<file path="config.mk">
export PLATFORM = sky130hd
export DESIGN_NAME = muldiv_unit
export DESIGN_NICKNAME = d
export VERILOG_FILES = /design/src/rtl/muldiv_unit.sv
export SDC_FILE = /design/constraint.sdc
export NUM_CORES = 1
export LEC_CHECK = 0
export BUFFER_PORTS_ARGS = -buffer_cell sky130_fd_sc_hd__buf_2
export CAP_MARGIN = 15
export CORE_MARGIN = 5
export CORE_UTILIZATION = 30
export DETAILED_ROUTE_END_ITERATION = 10
export PLACE_DENSITY = 0.56
export SLEW_MARGIN = 15
export SYNTH_ARGS = -nofsm -noshare
export SYNTH_HDL_FRONTEND = slang
export SYNTH_SLANG_ARGS = --single-unit
</file>
<file path="constraint.sdc">
create_clock -name clock -period 3.2 [get_ports clock]
set_input_delay 0 -clock clock [delete_from_list [all_inputs] [get_ports clock]]
set_output_delay 0 -clock clock [all_outputs]
set_load 0.005 [all_outputs]
</file>
<file path="src/rtl/muldiv_unit.sv">
// Iterative RV32M multiply/divide unit: shift-add multiply and restoring divide on magnitudes,
// WIDTH iterations plus one finalisation cycle, result registered until the next accepted start.
module muldiv_unit #(
    parameter int unsigned WIDTH = 32
) (
    input  logic             clock,
    input  logic             reset,
    input  logic             start,
    input  logic [2:0]       operation,
    input  logic [WIDTH-1:0] operand_a,
    input  logic [WIDTH-1:0] operand_b,
    output logic             busy,
    output logic             done,
    output logic [WIDTH-1:0] result
);

    localparam int unsigned CW = $clog2(WIDTH) + 1;

    typedef enum logic [1:0] {StIdle, StRun, StDone} state_e;

    state_e           state_q, state_d;
    logic [CW-1:0]    count_q, count_d;
    logic [2:0]       op_q, op_d;
    logic             a_neg_q, a_neg_d, b_neg_q, b_neg_d;
    // hi/lo: product accumulator for multiply, remainder/quotient pair for divide.
    // arg: multiplicand magnitude for multiply, divisor magnitude for divide.
    logic [WIDTH-1:0] hi_q, hi_d, lo_q, lo_d, arg_q, arg_d, result_q, result_d;

    logic             a_signed, b_signed, ovf;
    logic [WIDTH-1:0] a_mag, b_mag, quot, rem;
    logic [WIDTH:0]   sum, shifted, diff;
    logic [2*WIDTH-1:0] prod;

    always_comb begin
        a_signed = (operation == 3'b001) || (operation == 3'b010) ||
                   (operation == 3'b100) || (operation == 3'b110);
        b_signed = (operation == 3'b001) || (operation == 3'b100) || (operation == 3'b110);
        a_mag    = (a_signed && operand_a[WIDTH-1]) ? -operand_a : operand_a;
        b_mag    = (b_signed && operand_b[WIDTH-1]) ? -operand_b : operand_b;

        sum      = {1'b0, hi_q} + (lo_q[0] ? {1'b0, arg_q} : '0);
        shifted  = {hi_q, lo_q[WIDTH-1]};
        diff     = shifted - {1'b0, arg_q};

        prod     = {hi_q, lo_q};
        if (a_neg_q ^ b_neg_q) prod = -prod;
        quot     = (a_neg_q ^ b_neg_q) ? -lo_q : lo_q;
        rem      = a_neg_q ? -hi_q : hi_q;
        // Most-negative dividend over -1: magnitude quotient is exactly 2^(WIDTH-1).
        ovf      = a_neg_q && b_neg_q && (arg_q == WIDTH'(1)) &&
                   (lo_q == {1'b1, {(WIDTH-1){1'b0}}});

        state_d  = state_q;
        count_d  = count_q;
        op_d     = op_q;
        a_neg_d  = a_neg_q;
        b_neg_d  = b_neg_q;
        hi_d     = hi_q;
        lo_d     = lo_q;
        arg_d    = arg_q;
        result_d = result_q;

        unique case (state_q)
            StIdle, StDone: begin
                if (start) begin
                    state_d = StRun;
                    count_d = '0;
                    op_d    = operation;
                    a_neg_d = a_signed && operand_a[WIDTH-1];
                    b_neg_d = b_signed && operand_b[WIDTH-1];
                    hi_d    = '0;
                    if (operation[2]) begin
                        lo_d  = a_mag;
                        arg_d = b_mag;
                    end else begin
                        lo_d  = b_mag;
                        arg_d = a_mag;
                    end
                end else if (state_q == StDone) begin
                    state_d = StIdle;
                end
            end
            StRun: begin
                if (count_q != CW'(WIDTH)) begin
                    count_d = count_q + 1'b1;
                    if (op_q[2]) begin
                        if (!diff[WIDTH]) begin
                            hi_d = diff[WIDTH-1:0];
                            lo_d = {lo_q[WIDTH-2:0], 1'b1};
                        end else begin
                            hi_d = {hi_q[WIDTH-2:0], lo_q[WIDTH-1]};
                            lo_d = {lo_q[WIDTH-2:0], 1'b0};
                        end
                    end else begin
                        hi_d = sum[WIDTH:1];
                        lo_d = {sum[0], lo_q[WIDTH-1:1]};
                    end
                end else begin
                    state_d = StDone;
                    count_d = '0;
                    case (op_q)
                        3'b000:                 result_d = prod[WIDTH-1:0];
                        3'b001, 3'b010, 3'b011: result_d = prod[2*WIDTH-1:WIDTH];
                        3'b100, 3'b101: begin
                            if (arg_q == '0)  result_d = '1;
                            else if (ovf)     result_d = {1'b1, {(WIDTH-1){1'b0}}};
                            else              result_d = quot;
                        end
                        default: begin
                            if (ovf && arg_q != '0) result_d = '0;
                            else                    result_d = rem;
                        end
                    endcase
                end
            end
            default: state_d = StIdle;
        endcase
    end

    always_ff @(posedge clock) begin
        if (reset) begin
            state_q  <= StIdle;
            count_q  <= '0;
            op_q     <= '0;
            a_neg_q  <= 1'b0;
            b_neg_q  <= 1'b0;
            hi_q     <= '0;
            lo_q     <= '0;
            arg_q    <= '0;
            result_q <= '0;
        end else begin
            state_q  <= state_d;
            count_q  <= count_d;
            op_q     <= op_d;
            a_neg_q  <= a_neg_d;
            b_neg_q  <= b_neg_d;
            hi_q     <= hi_d;
            lo_q     <= lo_d;
            arg_q    <= arg_d;
            result_q <= result_d;
        end
    end

    assign busy   = (state_q == StRun);
    assign done   = (state_q == StDone);
    assign result = result_q;

endmodule
</file>
Word level (Yosys, flattened, before mapping)
Index checks and enable logic that the tools add are counted.
W data, S select, Z words.
{ "word_totals": {"word_cells": 90, "out_inout_bits": 34, "ff_bits": 141} }
{ "classes": {"n_bitwise": 2, "addsub": 8, "muxes": 29, "reduce_logical": 24, "n_eq_ne": 18} }
{ "op_table": {"columns": ["cell", "n"], "rows": [
  ["$mux W32", 17],
  ["$neg A32 Y32", 4],
  ["$pmux W32 S2", 2],
  ["$pmux W32 S3", 1],
  ["$mux W64", 1],
  ["$neg A64 Y64", 1],
  ["$add A32 B32 Y33", 1],
  ["$sub A33 B32 Y33", 1],
  ["$eq A32 B1 Y1 const B", 1],
  ["$eq A32 B32 Y1 const B", 1],
  ["$logic_not A32 Y1", 1],
  ["$reduce_bool A32 Y1", 1],
  ["$eq A3 B3 Y1 const B", 4],
  ["$mux W6", 2],
  ["$pmux W6 S2", 1],
  ["$eq A3 B2 Y1 const B", 3],
  ["$reduce_and A2 Y1", 4],
  ["$add A6 B1 Y6 const B", 1],
  ["$eq A3 B1 Y1 const B", 2],
  ["$logic_and A1 B1 Y1", 6],
  ["$mux W2", 3],
  ["$ne A6 B6 Y1 const B", 1],
  ["$logic_or A1 B1 Y1", 5],
  ["$ne A2 B2 Y1 const B", 2],
  ["14 further kinds", 15]
]} }

Logic depth before layout (Yosys ltp)
Gate-level depths: netlist (run 1).
{ "logic_depth": {"ltp_word": 9, "mapped_depth": 15, "mapped_depth_nobuf": 15} }

Least setup slack after synthesis (run 1)
No wires, ideal clock.
{ "synth_path": {"kind": "register to register", "from": "register lo_q[31]", "to": "register hi_q[25]", "synth_period_minus_slack_ns": 3.290, "required_time_ns": 3.069, "arrival_time_ns": 3.159, "path_stages_with_launch": 16, "slack_ns": -0.090, "setup_time_ns": 0.131, "path_cell_list": "dfxtp_1 > inv_1 > ha_1 > fa_1 > nand2b_1 > a21oi_1 > o21a_1 > o21ai_0 > o21ai_0 > o22ai_2 > xor2_1 > buf_2 > buf_2 > nor2_1 > a221oi_1 > o21ai_0"} }
{ "synth_via": {"elab_chain_len": 5} }
{ "synth_rtl": {"columns": ["element", "line", "source"], "rows": [
  ["start: declaration", "27", "logic [WIDTH-1:0] hi_q, hi_d, lo_q, lo_d, arg_q, arg_d, result_q, result_d;"],
  ["start signal: assignment", "138", "lo_q <= lo_d;"],
  ["$sub A33 B32 Y33", "43", "diff = shifted - {1'b0, arg_q};"],
  ["$mux W32", "87", "if (!diff[WIDTH]) begin"],
  ["$mux W32", "86", "if (op_q[2]) begin"],
  ["$mux W32", "84", "if (count_q != CW'(WIDTH)) begin"],
  ["$pmux W32 S2", "63", "unique case (state_q)"],
  ["end signal: assignment", "137", "hi_q <= hi_d;"],
  ["end: declaration", "27", null]
]} }
No other way between the ends. The select of a mux whose other input is x is not followed.
A chain may end at the register's enable or synchronous reset.

Worst setup path in the final report (run 1)
{ "layout_path": {"from": "register arg_q[2]", "to": "register hi_q[29]"} }
{ "layout_via": {"elab_chain_len": 5, "elab_cells_between_ends": 7, "cone_classes": "2 x add/sub; 5 x mux"} }
{ "layout_rtl": {"columns": ["element", "line", "source"], "rows": [
  ["start: declaration", "27", null],
  ["start signal: assignment", "139", "arg_q <= arg_d;"],
  ["$sub A33 B32 Y33 or $mux W32 (tied branches)", "43, 41", null],
  ["$mux W32 or $add A32 B32 Y33 (tied branches)", "87, 41", null],
  ["$mux W32 *", "86", null],
  ["$mux W32 *", "84", null],
  ["$pmux W32 S2 *", "63", null]
]} }
Every way passes the cells marked *; elsewhere a longest branch is shown, timed or not. The select of a mux whose other input is x is not followed.

==> out/summary.txt, run 1 <==
largest net degree at the start of global routing -> 78
Iter 0 DRT Violations -> 1167
clk root buf -> clkbuf_16
crit-path cells -> inv_2 -> ha_4 -> o21ai_2 -> a21oi_2 -> or4b_4 -> and3_4 -> a21o_1 -> a32o_2 -> a41oi_2 -> nor3_2 -> a2111o_1 -> xnor2_2 -> o31ai_2
FFs w/ async S/R, synth -> 0%
Finished Cell Area -> 17900 um^2
Tcrit/Tclk final -> 98.7%
Die Height -> 226 um
Logic pwr share -> 43.9%
Area Growth Syn to Fin -> 27.9%
die area -> 51100 um^2
initial antenna violation count -> 0
TritonRoute pass-1 iters -> 6
final hold slack -> 0.0242 ns
Worst Hold Class -> in2reg
RSZ-0062 raised after global routing -> true
initial core utilization -> 30.2%
Final Max Tran Viols -> 0
Setup WS pre-CTS -> -0.164 ns
leakage -> 7.57 nW
Worst path max stage delay -> 0.49 ns
wire length per cell -> 20.0 um
PwrDens -> 402 nW/um^2
Post-synth EDFFs -> 0
Crit Path Max Fanout -> 3
Final Hold Viols -> 0
Sw Share -> 38.4%
final setup vio count -> 0
Yosys top cell area share -> 20.2%
Distinct cells, synth -> 83
placed instance area -> 16800 um^2
first-pass GRT wire length -> 87300 um
slack of the critical path -> 0.0426 ns
Post-Syn Area -> 14000 um^2
n_diodes -> 0
mux cell area share after synthesis -> 4.38%
Overflow after GRT -> 0
Internal Power -> 4.43 mW
Compound-Gate Fraction of Synth Area -> 29.9%
Max Clock Freq -> 317 MHz
syn_area_per_cell -> 7.02 um^2
synthesized instance count -> 1994
Bufs on Longest Clock Path -> 2
Peak VDD IR -> 0.000281 V
clk sinks -> 141
detailed-placement wirelength estimate -> 45100 um
routed wire length -> 57200 um
Clock Power Share -> 28.8%
Vias per Instance -> 5.58
gpl congestion -> 0.963
# IOs -> 104
adder-cell share of the synthesized area -> 6.63%
vias in the first global route -> 15200
switching power -> 2.76 mW
Worst-path clk slew -> 0.06 ns
xor/xnor share of the synthesized area -> 10.7%
Required @ worst endpoint -> 3.57 ns
DRC Markers -> 0
Final Critical Period -> 3.16 ns
Synth area leader -> dfxtp_1
total track usage -> 21.8%
Overall Power -> 7.19 mW
CTS tree -> done
share of layout cells above drive strength 1 -> 23.1%
Seq/Total Area, Yosys -> 20.2%
critical path arrival -> 3.53 ns
Worst-Skew Late Latency -> 0.46 ns
Yosys reg bits -> 141
top cells by area, synth -> dfxtp_1 20%, a21oi_1 7.9%, nor2_1 6.6%
largest family of logic cells by synthesized area -> compound AO/OA/AOI/OAI gates
crit end category -> flip-flop
FP Rows -> 79
CP max-delay cell -> or4b_4
Flop pwr share -> 27.3%
Setup CP Type -> reg2reg
status -> finished clean
die width -> 226 um
ys flop type -> dfxtp_1
via count -> 15900
clock buffer count from CTS -> 17
YS warnings -> 0
max_cap viols -> 0
worst slew pin tran -> 0.909 ns
Post-Synth Simple-Gate Area -> 22.3%
headroom to the max-slew limit -> 38.9%
Mapped Nets -> 2137
H-tree Lvls -> 4
Port-buffer cells -> 103
CP Launch Type -> flip-flop
final antenna-violating net count -> 0
Core Footprint -> 46400 um^2
final net count -> 2384
Post-Route Setup TNS -> 0 ns
Max Clock Skew -> 0.0102 ns
kinds of logic after synthesis:
family	Yosys count
multiplexers	61
flip-flops	141
adder cells (fa/ha/maj)	73
AND/OR/NAND/NOR	661
buffers and inverters	211
AO/OA/AOI/OAI	676
XOR/XNOR	171
layout by cell type (no fill, tap or decap), drive strengths merged, types with 8 or more instances in the layout:
cell	count
buf	366
nor2	247
a21oi	220
nand2	182
o21ai	169
dfxtp	141
xor2	86
xnor2	85
ha	71
inv	69
nor3	66
mux2i	59
a211oi	45
a21o	43
or3	26
o211ai	25
nand3	25
o31ai	23
o22ai	22
clkbuf	21
nor4	21
a31oi	20
or4	19
and2	16
nand2b	15
a22oi	14
nand4	13
a311oi	13
o21a	11
o41ai	11
o21bai	10
nor2b	10
and3	8
synthesized netlist by cell type (15+ instances only):
master,count
o31ai_1,22
nand2_1,181
a21o_1,43
and2_1,15
a31oi_1,20
o211ai_1,25
ha_1,71
or3_1,22
or4_1,15
a21oi_1,220
o22ai_1,21
a211oi_1,45
o21ai_0,163
nor4_1,17
mux2i_1,59
clkbuf_1,116
nand3_1,23
xor2_1,86
xnor2_1,85
inv_1,68
nor3_1,65
nor2_1,247
dfxtp_1,141
flip-flops by register name, summed over array words and instances (netlist names):
register,count
a_neg_q,1
arg_q,32
b_neg_q,1
count_q,6
hi_q,32
lo_q,32
op_q,3
result,32
state_q,2
power by group through the flow:
stage / Combinational, mW / Sequential, mW / Clock [mW]
floorplan: 1.75 / 1.98 / 0
global placement: 2.88 / 1.99 / 0
detailed placement: 2.90 / 2.00 / 0
CTS: 2.98 / 1.96 / 2.10
global route: 3.41 / 1.98 / 2.17
finish: 3.16 / 1.96 / 2.07
area by class of cell:
class	count	area, um^2
Fill cell	4850	28400
Multi-Input combinational cell	1643	10800
Sequential cell	141	2840
Timing Repair Buffer	370	2700
Tap cell	607	759
Clock buffer	21	450
Inverter	68	255
Clock inverter	10	140
timing repair:
item	in CTS	in global routing
buffers inserted	0	13
gates cloned	1	1
endpoints found under the hold margin	4	0
resized for setup	19	92
pin swaps	8	39
hold buffers	3	0
endpoints found under the setup margin	24	47
per-stage QoR:
step	util, %	std cells
floorplan	-	1994
global placement	36.1	2811
detailed placement	36.1	2811
CTS	37.7	2846
global route	38.6	2860
finish	38.6	2860
final timing paths:
check | end | from | slack [ns] | depth (start not counted)
hold reg to reg | result[16] | result[16] | 0.45 | 2
setup reg to reg | hi_q[29] | arg_q[2] | 0.04 | 13
setup / recovery | hi_q[29] | arg_q[2] | 0.04 | 13
hold / removal | result[4] | reset | 0.02 | 2
worst max-delay path: cells and delay by family, from the launching register on:
kind / cells / cell delay [ns]
XOR/XNOR: 1 / 0.17
adder cells (fa/ha/maj): 1 / 0.23
AND/OR/NAND/NOR: 3 / 0.73
AO/OA/AOI/OAI: 7 / 1.55
buffers and inverters: 1 / 0.05
flip-flops: 1 / 0.33
per-layer routing:
| metal | vias up | global-route usage (%) | part of all wire, % | wire length (um) |
|---|---|---|---|---|
| met4 | 0 | 8.05 | 3.6 | 2040 |
| met1 | 7583 | 29.3 | 44 | 25400 |
| met2 | 550 | 35.0 | 46 | 26200 |
| li1 | 7721 | - | - | - |
| met3 | 91 | 3.93 | 6.3 | 3580 |
| met5 | - | 0 | 0 | 0 |
Note: power is estimated with default switching activity, not from simulation.
==> run 2, diff against run 1 <==
- BUFFER_PORTS_ARGS: -buffer_cell sky130_fd_sc_hd__buf_2 -> -buffer_cell sky130_fd_sc_hd__clkbuf_2
==> out/summary.txt, run 2 (synthesis results as in run 1) <==
commonest cells after routing, fill and taps aside -> 260 x buf_4, 243 x nor2_1, 204 x a21oi_1
Finished Cell Area -> 18000 um^2
Setup CP Type -> reg2reg
Post-Route Utilization -> 38.9%
FP Rows -> 79
Post-Route Setup TNS -> 0 ns
Internal Power -> 4.37 mW
Tcrit/Tclk final -> 99.2%
Peak VDD IR -> 0.000282 V
clock buffer count from CTS -> 17
Flop pwr share -> 27.2%
TritonRoute pass-1 iters -> 5
placed cells -> 2820
Overall Power -> 7.21 mW
Overflow after GRT -> 0
Final Max Tran Viols -> 0
via count -> 16000
# IOs -> 104
Max Clock Skew -> 0.0139 ns
post-route insts no fill -> 2873
Required @ worst endpoint -> 3.57 ns
H-tree Lvls -> 4
max_cap viols -> 0
slack of the critical path -> 0.0250 ns
clk root buf -> clkbuf_16
Sw Share -> 39.4%
Final Hold Viols -> 0
detailed-placement wirelength estimate -> 45400 um
Worst Hold Class -> in2reg
commonest non-fill, non-tap cell in the layout -> buf_4
Area Growth Syn to Fin -> 28.8%
Setup WS pre-CTS -> -0.171 ns
share of layout cells above drive strength 1 -> 23.7%
Port-buffer cells -> 103
RSZ-0062 raised after global routing -> true
Logic pwr share -> 44.3%
total track usage -> 21.8%
initial antenna violation count -> 0
placed instance area -> 16800 um^2
status -> finished clean
Final Critical Period -> 3.17 ns
final setup vio count -> 0
largest net degree at the start of global routing -> 78
die width -> 226 um
vias in the first global route -> 15300
critical path arrival -> 3.54 ns
gpl congestion -> 0.952
worst slew pin tran -> 0.917 ns
DRC Markers -> 0
Worst-Skew Late Latency -> 0.46 ns
headroom to the max-slew limit -> 38.4%
Vias per Instance -> 5.56
clk sinks -> 141
Iter 0 DRT Violations -> 1422
final hold slack -> 0.0152 ns
Worst-path clk slew -> 0.07 ns
n_diodes -> 0
Max Clock Freq -> 315 MHz
CTS tree -> done
PwrDens -> 400 nW/um^2
final antenna-violating net count -> 0
die area -> 51100 um^2
first-pass GRT wire length -> 87500 um
Clock Power Share -> 28.5%
leakage -> 7.59 nW
Crit Path Max Fanout -> 3
Die Height -> 226 um
Bufs on Longest Clock Path -> 2
switching power -> 2.84 mW
crit end category -> flip-flop
wire length per cell -> 20.0 um
Core Footprint -> 46400 um^2
CP Launch Type -> flip-flop
initial core utilization -> 30.2%
routed wire length -> 57500 um
final net count -> 2396
[run 2: changes by cell type in the layout (fill, tap and decap cells not counted), moves of 3 or more]
cell and change:
buf_12 -3, clkbuf_2 +102, o21ai_2 +3, inv_6 +3
a21oi_2 +5, buf_4 +10, buf_6 +4, a21oi_1 -5
ha_4 +4, buf_2 -102, clkinv_4 +4
[run 2: repair_timing]
action                                 CTS  global route
endpoints found under the hold margin    4             0
gates cloned                             0             1
setup endpoints to repair               30            46
hold buffers                             4             0
buffers inserted                         4            12
gates resized for setup                 33            99
pin swaps                                8            43
[run 2: path summary, 6_finish.rpt]
| path | from | slack (ns) | end | cells past startpoint |
|---|---|---|---|---|
| worst max-delay path | arg_q[2] | 0.03 | hi_q[29] | 13 |
| worst min-delay path | operand_b[30] | 0.02 | arg_q[30] | 4 |
| worst max register to register | arg_q[2] | 0.03 | hi_q[29] | 13 |
| worst min register to register | result[16] | 0.46 | result[16] | 2 |
[run 2: critical path: stages, from the launching register on]
cell	delay (ns)
dfxtp_2	0.34
inv_2	0.05
ha_4	0.22
o21ai_2	0.13
a21oi_2	0.06
or4b_4	0.50
and3_4	0.17
a21o_1	0.21
a32o_2	0.31
a41oi_4	0.27
nor3_2	0.08
a2111o_1	0.40
xnor2_1	0.14
o31ai_1	0.22
[run 2: power by group through the flow]
stage	clock network, mW	logic (mW)	registers (mW)
6_report	2.06	3.19	1.96
5_1_grt	2.16	3.44	1.97
4_1_cts	2.09	2.99	1.96
3_5_place_dp	0	2.90	1.99
3_3_place_gp	0	2.90	1.99
2_1_floorplan	0	1.75	1.98
[run 2: metal layers]
layer	up-vias	track usage, %	wire [um]
li1	7716	-	-
met1	7614	29.4	25800
met2	554	35.4	26300
met3	98	3.04	3170
met4	0	8.03	2170
met5	-	0	0
[run 2: layout make-up]
class,count,area (um^2)
fillers,4853,28300
clock buffers,18,429
flip-flops and latches,141,2840
repair buffers,383,2770
inverters,68,260
multi-input cells,1642,10800
clock inverters,14,161
well taps,607,759
==> run 3, diff against run 2 <==
- SETUP_SLACK_MARGIN: unset -> 0.05
==> out/summary.txt, run 3 (synthesis results as in run 1) <==
Tcrit/Tclk final -> 97.6%
Overall Power -> 7.15 mW
clk sinks -> 141
commonest non-fill, non-tap cell in the layout -> buf_4
Worst Hold Class -> in2reg
Max Clock Skew -> 0.0157 ns
Setup WS pre-CTS -> -0.142 ns
TritonRoute pass-1 iters -> 6
FP Rows -> 79
Setup CP Type -> reg2reg
Worst-Skew Late Latency -> 0.46 ns
final setup vio count -> 0
Bufs on Longest Clock Path -> 2
Vias per Instance -> 5.55
met1 Use GR -> 29.0%
Die Height -> 226 um
crit end category -> flip-flop
CP top delay family -> compound AO/OA/AOI/OAI gates
total track usage -> 22.2%
Core Footprint -> 46400 um^2
first-pass GRT wire length -> 88600 um
Peak VDD IR -> 0.000269 V
final net count -> 2377
Worst path max stage delay -> 0.48 ns
clk root buf -> clkbuf_16
Final Hold Viols -> 0
Final Critical Period -> 3.12 ns
share of layout cells above drive strength 1 -> 23.1%
clock buffer count from CTS -> 17
initial core utilization -> 30.2%
status -> finished clean
CP Buf/Inv Count -> 1
vias in the first global route -> 15300
headroom to the max-slew limit -> 28.2%
DRC Markers -> 0
Area Growth Syn to Fin -> 27.5%
busiest grt layer -> met2
M2 GR Usage -> 36.4%
Overflow after GRT -> 0
RSZ-0062 raised after global routing -> true
crit-path cells -> inv_1 -> ha_1 -> a21oi_2 -> or4b_4 -> and3_4 -> a21o_1 -> a32o_2 -> a41oi_2 -> nor3_1 -> a2111o_1 -> xnor2_1 -> o31ai_1
largest net degree at the start of global routing -> 62
critical path arrival -> 3.49 ns
routed wire length -> 58800 um
worst slew pin tran -> 1.07 ns
PwrDens -> 401 nW/um^2
# fillers -> 4901
n_diodes -> 0
detailed-placement wirelength estimate -> 46600 um
leakage -> 7.51 nW
Post-Route Utilization -> 38.5%
commonest cells after routing, fill and taps aside -> 249 x buf_4, 240 x nor2_1, 211 x a21oi_1
Iter 0 DRT Violations -> 1268
max_cap viols -> 0
final antenna-violating net count -> 0
die area -> 51100 um^2
CP Launch Type -> flip-flop
Max Clock Freq -> 320 MHz
Worst-path clk slew -> 0.07 ns
Final Max Tran Viols -> 0
initial antenna violation count -> 1
Post-Route Setup TNS -> 0 ns
via count -> 15800
wire length per cell -> 20.6 um
Crit Path Max Fanout -> 2
# IOs -> 104
Required @ worst endpoint -> 3.56 ns
die width -> 226 um
gpl congestion -> 0.933
Port-buffer cells -> 103
met3 GRT Util -> 3.74%
H-tree Lvls -> 4
slack of the critical path -> 0.0756 ns
CP max-delay cell -> or4b_4
post-route insts no fill -> 2853
CTS tree -> done
placed cells -> 2798
run 3: cell types whose count changed in the layout (fill, tap and decap cells not counted), sizes merged:
| cell | previous run | this run |
|---|---|---|
| buf | 276 | 258 |
| clkinv | 6 | 3 |
| dlygate4sd3 | 4 | 3 |
| inv | 72 | 74 |
run 3: per-stage QoR:
step	instance area, um^2	hold slack [ns]
6_report	17800	0.0386
4_1_cts	17300	0.0153
3_5_place_dp	16600	0.309
3_3_place_gp	16600	0.299
5_1_grt	17800	0.0619
2_1_floorplan	14000	0.136
run 3: power breakdown:
part / total [mW] / switching [mW] / internal [mW]
logic: 3.09 / 1.82 / 1.27
clock network: 2.08 / 0.900 / 1.18
registers: 1.98 / 0.116 / 1.86
run 3: final timing paths:
check,end,slack (ns),from,cells after the start
min reg2reg,result[12],0.45,result[12],2
max,hi_q[29],0.08,arg_q[6],12
min,arg_q[30],0.04,operand_b[30],4
max reg2reg,hi_q[29],0.08,arg_q[6],12
run 3: final cells by class:
cell class	count	area, um^2	area share, %
Clock buffer	18	439	2.46
Clock inverter	13	155	0.869
Inverter	68	258	1.44
Multi-Input combinational cell	1642	10800	60.6
Sequential cell	141	2840	15.9
Tap cell	607	759	4.26
Timing Repair Buffer	364	2580	14.5
run 3: per-layer routing:
metal	wire length, um	share of wire (%)
met5	13	0.022
met3	3260	5.5
met1	25600	44
met4	2660	4.5
met2	27200	46
run 3: timing repair:
action,CTS,global route
setup endpoints to repair,32,60
cloned,0,1
endpoints found under the hold margin,3,0
hold buffers,3,0
buffers inserted,5,15
resized for setup,19,101
pin swaps,7,43
run 3: worst register-to-register path, stage by stage, from the launching register on:
cell	delay, ns
dfxtp_1	0.33
inv_1	0.06
ha_1	0.31
a21oi_2	0.17
or4b_4	0.48
and3_4	0.19
a21o_1	0.18
a32o_2	0.29
a41oi_2	0.22
nor3_1	0.08
a2111o_1	0.40
xnor2_1	0.14
o31ai_1	0.19
